**src/rtl/imem_boot_loader.sv**
```systemverilog
// Byte-stream boot loader: takes a length-prefixed, XOR-checksummed program image,
// writes it word by word into imem and keeps the core in reset until it is verified.
module imem_boot_loader #(
   parameter int ADDR_WIDTH = 8
) (
   input  logic                  clk,
   input  logic                  reset,
   input  logic                  rx_valid,
   input  logic [7:0]            rx_data,
   output logic                  rx_ready,
   output logic                  imem_we,
   output logic [ADDR_WIDTH-1:0] imem_addr,
   output logic [31:0]           imem_wdata,
   output logic                  core_reset,
   output logic                  done,
   output logic                  error,
   output logic [ADDR_WIDTH:0]   words_loaded
);

   typedef enum logic [2:0] {
      S_LEN_HI,
      S_LEN_LO,
      S_DATA,
      S_CSUM,
      S_DONE,
      S_ERR
   } state_t;

   localparam logic [ADDR_WIDTH:0] WL_ONE    = 1;
   localparam logic [16:0]         MAX_WORDS = 17'(1) << ADDR_WIDTH;

   state_t              state_q, state_d;
   logic [7:0]          len_hi_q;
   logic [ADDR_WIDTH:0] len_q;
   logic [ADDR_WIDTH:0] wl_q;
   logic [23:0]         asm_q;
   logic [1:0]          byte_idx_q;
   logic [7:0]          xor_q;
   logic                we_q;
   logic [ADDR_WIDTH-1:0] addr_q;
   logic [31:0]         wdata_q;

   logic        take_hi, take_lo, take_data;
   logic        last_byte, last_word;
   logic [16:0] n_len;

   // Full word count as seen while the low length byte is on the bus.
   assign n_len     = {1'b0, len_hi_q, rx_data};
   assign last_byte = (byte_idx_q == 2'd3);
   assign last_word = ((wl_q + WL_ONE) == len_q);

   always_ff @(posedge clk) begin
      if (reset) state_q <= S_LEN_HI;
      else       state_q <= state_d;
   end

   always_comb begin
      state_d   = state_q;
      rx_ready  = 1'b0;
      take_hi   = 1'b0;
      take_lo   = 1'b0;
      take_data = 1'b0;
      unique case (state_q)
         S_LEN_HI: begin
            rx_ready = 1'b1;
            if (rx_valid) begin
               take_hi = 1'b1;
               state_d = S_LEN_LO;
            end
         end
         S_LEN_LO: begin
            rx_ready = 1'b1;
            if (rx_valid) begin
               take_lo = 1'b1;
               if (n_len > MAX_WORDS)   state_d = S_ERR;
               else if (n_len == 17'd0) state_d = S_CSUM;
               else                     state_d = S_DATA;
            end
         end
         S_DATA: begin
            rx_ready = 1'b1;
            if (rx_valid) begin
               take_data = 1'b1;
               if (last_byte && last_word) state_d = S_CSUM;
            end
         end
         S_CSUM: begin
            rx_ready = 1'b1;
            if (rx_valid) state_d = (rx_data == xor_q) ? S_DONE : S_ERR;
         end
         S_DONE, S_ERR: begin
         end
         default: state_d = S_LEN_HI;
      endcase
   end

   always_ff @(posedge clk) begin
      if (reset) begin
         len_hi_q   <= '0;
         len_q      <= '0;
         wl_q       <= '0;
         asm_q      <= '0;
         byte_idx_q <= '0;
         xor_q      <= '0;
         we_q       <= 1'b0;
         addr_q     <= '0;
         wdata_q    <= '0;
      end else begin
         we_q <= 1'b0;
         if (take_hi) len_hi_q <= rx_data;
         if (take_lo) len_q <= n_len[ADDR_WIDTH:0];
         if (take_data) begin
            xor_q      <= xor_q ^ rx_data;
            byte_idx_q <= byte_idx_q + 2'd1;
            asm_q      <= {asm_q[15:0], rx_data};
            // Write happens alongside assembly of the next word; no stall needed.
            if (last_byte) begin
               we_q    <= 1'b1;
               addr_q  <= wl_q[ADDR_WIDTH-1:0];
               wdata_q <= {asm_q, rx_data};
               wl_q    <= wl_q + WL_ONE;
            end
         end
      end
   end

   assign imem_we      = we_q;
   assign imem_addr    = addr_q;
   assign imem_wdata   = wdata_q;
   assign words_loaded = wl_q;
   assign done         = (state_q == S_DONE);
   assign error        = (state_q == S_ERR);
   assign core_reset   = (state_q != S_DONE);

endmodule

```
**config.mk**
```make
export PLATFORM = sky130hd
export DESIGN_NAME = imem_boot_loader
export DESIGN_NICKNAME = d
export VERILOG_FILES = /design/src/rtl/imem_boot_loader.sv
export SDC_FILE = /design/constraint.sdc
export NUM_CORES = 1
export LEC_CHECK = 0
export BUFFER_PORTS_ARGS = -buffer_cell sky130_fd_sc_hd__buf_2
export CAP_MARGIN = 20
export CORE_MARGIN = 2
export CORE_UTILIZATION = 60
export CTS_CLUSTER_DIAMETER = 50
export DETAILED_ROUTE_END_ITERATION = 6
export PLACE_DENSITY = 0.95
export SLEW_MARGIN = 20
export SYNTH_ARGS = -nofsm -noshare
export SYNTH_HDL_FRONTEND = slang
export SYNTH_SLANG_ARGS = --single-unit
```
**constraint.sdc**
```tcl
create_clock -name clk -period 3.5 [get_ports clk]
set_input_delay 0.7 -clock clk [delete_from_list [all_inputs] [get_ports clk]]
set_output_delay 0.7 -clock clk [all_outputs]
set_load 0.005 [all_outputs]
```
==> out/summary.txt <==
FF+latch count, synth: 104
CP max FO: 8
Fraction of layout cells with a size suffix above 1: 15.8%
Hold crit path type: register to register
Syn avg cell area: 7.91 sq um
Max-Cap Viols: 0
Htree depth: 3
Vias in the first global route: 3,463
Post-synth top flop: dfxtp_1
Total Wirelength: 9.62 mm
Total track usage: 27.0%
Clock transition at the registers of the reported paths: 0.10 ns
Critical Path Start: words_loaded[0]
Detailed placement HPWL: 6.27 mm
Critical Path Start Type: register
IO Port Bufs: 64
Arrival @ worst endpoint: 2.60 ns
Num CTS Buffers: 9
Peak supply drop: 0.000331 V
RSZ-0062 raised after global routing: false
Crit. End Element: register
Post-synthesis sequential area ratio: 50.4%
Clock sinks: 104
Pre-Repair DR Iteration Count: 5
Slew @ Worst Pin: 0.995 ns
Post-Syn Area: 0.00413 sq mm
Largest net degree at the start of global routing: 50
Max_slew headroom: 33.5%
CTS tree: yes
Share of the synthesized area in the top cell type: 50.4%
Diode count: 0
Finished Layout Cells: 656
Setup tns final: 0 ns
Row count: 30
WP buf/inv: 0
Hold Startpoint: imem_addr[4]
Io pins: 65
Crit Path Category: register to register
Final Cycle Share: 67.2%
PwrDens: 475 mW/mm^2
Max Clk Rate: 425 MHz
Vias/cell: 5.72
Final GP Congestion: 0.813
Synth cell types: 40
Mapped Nets: 535
Dpl cells: 640
First-pass GRT wire length: 16.2 mm
LEAKAGE: 1.80 nW
Full die area: 0.00756 sq mm
Area leader, netlist: dfxtp_1
Routed Antenna Nets: 0
Die H: 87.0 um
CP Cell Sequence: ha_1, or3b_1, a211oi_2, nor3_1, o31ai_1, nand3_1, mux2i_1
Post-synth EDFFs: 0
Worst Skew: 0.0124 ns
Worst-Skew Late Latency: 0.37 ns
Critical Path Max Stage Delay: 0.55 ns
Hold Vio Cnt, Final: 0
Synth top area cells: dfxtp_1 (50%), nand2_1 (16%), a21oi_1 (11%)
Setup Fix Bufs, Post-CTS: 0
Critical path's slowest cell: dfxtp_1
Initial antenna violation count: 0
WL/cell: 14.7 um
Core Box Area: 0.00672 sq mm
Nets: 584
Fin. max-slew vios: 0
Worst path top cell family by delay: simple AND/OR/NAND/NOR gates
Initial DRC Count: 365
Post-CTS Resized: 0
Clk buf depth: 2
Final worst path period need: 2.35 ns
DIE WIDTH: 87.0 um
Via count: 3,755
R2R Path Start: words_loaded[0]
Ys async rst share: 0%
Drc violations: 0
Setup Viol. Count Final: 0
Area growth from synthesis to layout: 14.0%
Total grt overflow: 0
Initial core utilization: 61.5%
Worst EP required: 3.75 ns
CTS Hold Bufs: 0
Synth Warn #: 0
CTS root buf: clkbuf_8
Top post-synthesis cells by count: nand2_1 (179), dfxtp_1 (104), a21oi_1 (87), nor2_1 (21), clkbuf_1 (20)
Post-Synthesis Cells: 522
Count leader, synth: nand2_1
Status: finished clean
-- state kept, by name (all words and copies together), names as in the netlist --
| register | count |
|---|---|
| len_hi_q | 8 |
| imem_addr | 8 |
| byte_idx_q | 2 |
| words_loaded | 9 |
| asm_q | 24 |
| xor_q | 8 |
| imem_we | 1 |
| imem_wdata | 32 |
| state_q | 3 |
| len_q | 9 |
-- cells by family (layout without fill, tap and decap cells) --
logic type               Yosys count  count (layout)  share of synthesized area (%)
AO/OA/AOI/OAI                    101             101                           13.1
XOR/XNOR                          31              31                           6.57
adder cells (fa/ha/maj)            2               2                          0.606
buffers and inverters             35              89                           3.45
flip-flops                       104             104                           50.4
multiplexers                       1               1                          0.242
AND/OR/NAND/NOR                  248             248                           25.6
-- cell type report --
| class | count | area (sq um) |
|---|---|---|
| Fill cell | 514 | 2010 |
| Timing Repair Buffer | 69 | 370 |
| Clock buffer | 9 | 124 |
| Multi-Input combinational cell | 383 | 1910 |
| Sequential cell | 104 | 2080 |
| Tap cell | 80 | 100 |
| Clock inverter | 7 | 113 |
| Inverter | 4 | 15.0 |
-- worst register-to-register path, stage by stage (launching register included) --
cell      delay [ns]
dfxtp_1         0.55
ha_1            0.35
or3b_1          0.41
a211oi_2        0.23
nor3_1          0.06
o31ai_1         0.28
nand3_1         0.19
mux2i_1         0.15
-- power breakdown --
group          internal, W  switching (W)
clock network     0.000420       0.000437
registers          0.00121      0.0000213
logic            0.0000501       0.000103
total              0.00168       0.000561
-- layer usage --
layer	track usage, %	wire, um	part of all wire [%]
met5	0	0	0
met4	12.6	289	3.0
met3	4.93	652	6.8
met2	43.7	4550	47
met1	35.0	4130	43
-- placed cells by master (no fill, tap or decap), types with 7 or more instances in the layout --
cell | netlist | routed
nand2b_1 | 7 | 7
nor2_1 | 21 | 21
buf_2 | 9 | 64
xor2_1 | 19 | 19
clkbuf_8 | 0 | 9
nand2_1 | 179 | 179
dfxtp_1 | 104 | 104
a21oi_1 | 87 | 87
xnor2_1 | 12 | 12
nor3_1 | 7 | 7
-- worst paths after layout --
path / endpoint / slack (ns) / cells past startpoint
min reg2reg: imem_addr[4] / 0.46 / 2
max: state_q[2] / 1.15 / 7
min: imem_addr[4] / 0.46 / 2
max reg2reg: state_q[2] / 1.15 / 7
-- stage by stage --
| step | hold WS, ns | util, % | area [sq um] | total power (W) | worst slack, ns |
|---|---|---|---|---|---|
| floorplan | 0.432 | - | 4130 | 0.00136 | 1.60 |
| detailed placement | 0.445 | 66.6 | 4470 | 0.00140 | 1.21 |
| global route | 0.475 | 70.1 | 4710 | 0.00231 | 1.08 |
| CTS | 0.458 | 70.1 | 4710 | 0.00224 | 1.18 |
| finish | 0.455 | 70.1 | 4710 | 0.00224 | 1.15 |
| global placement | 0.438 | 66.6 | 4470 | 0.00139 | 1.30 |
Note: power is estimated with default switching activity, not from simulation.
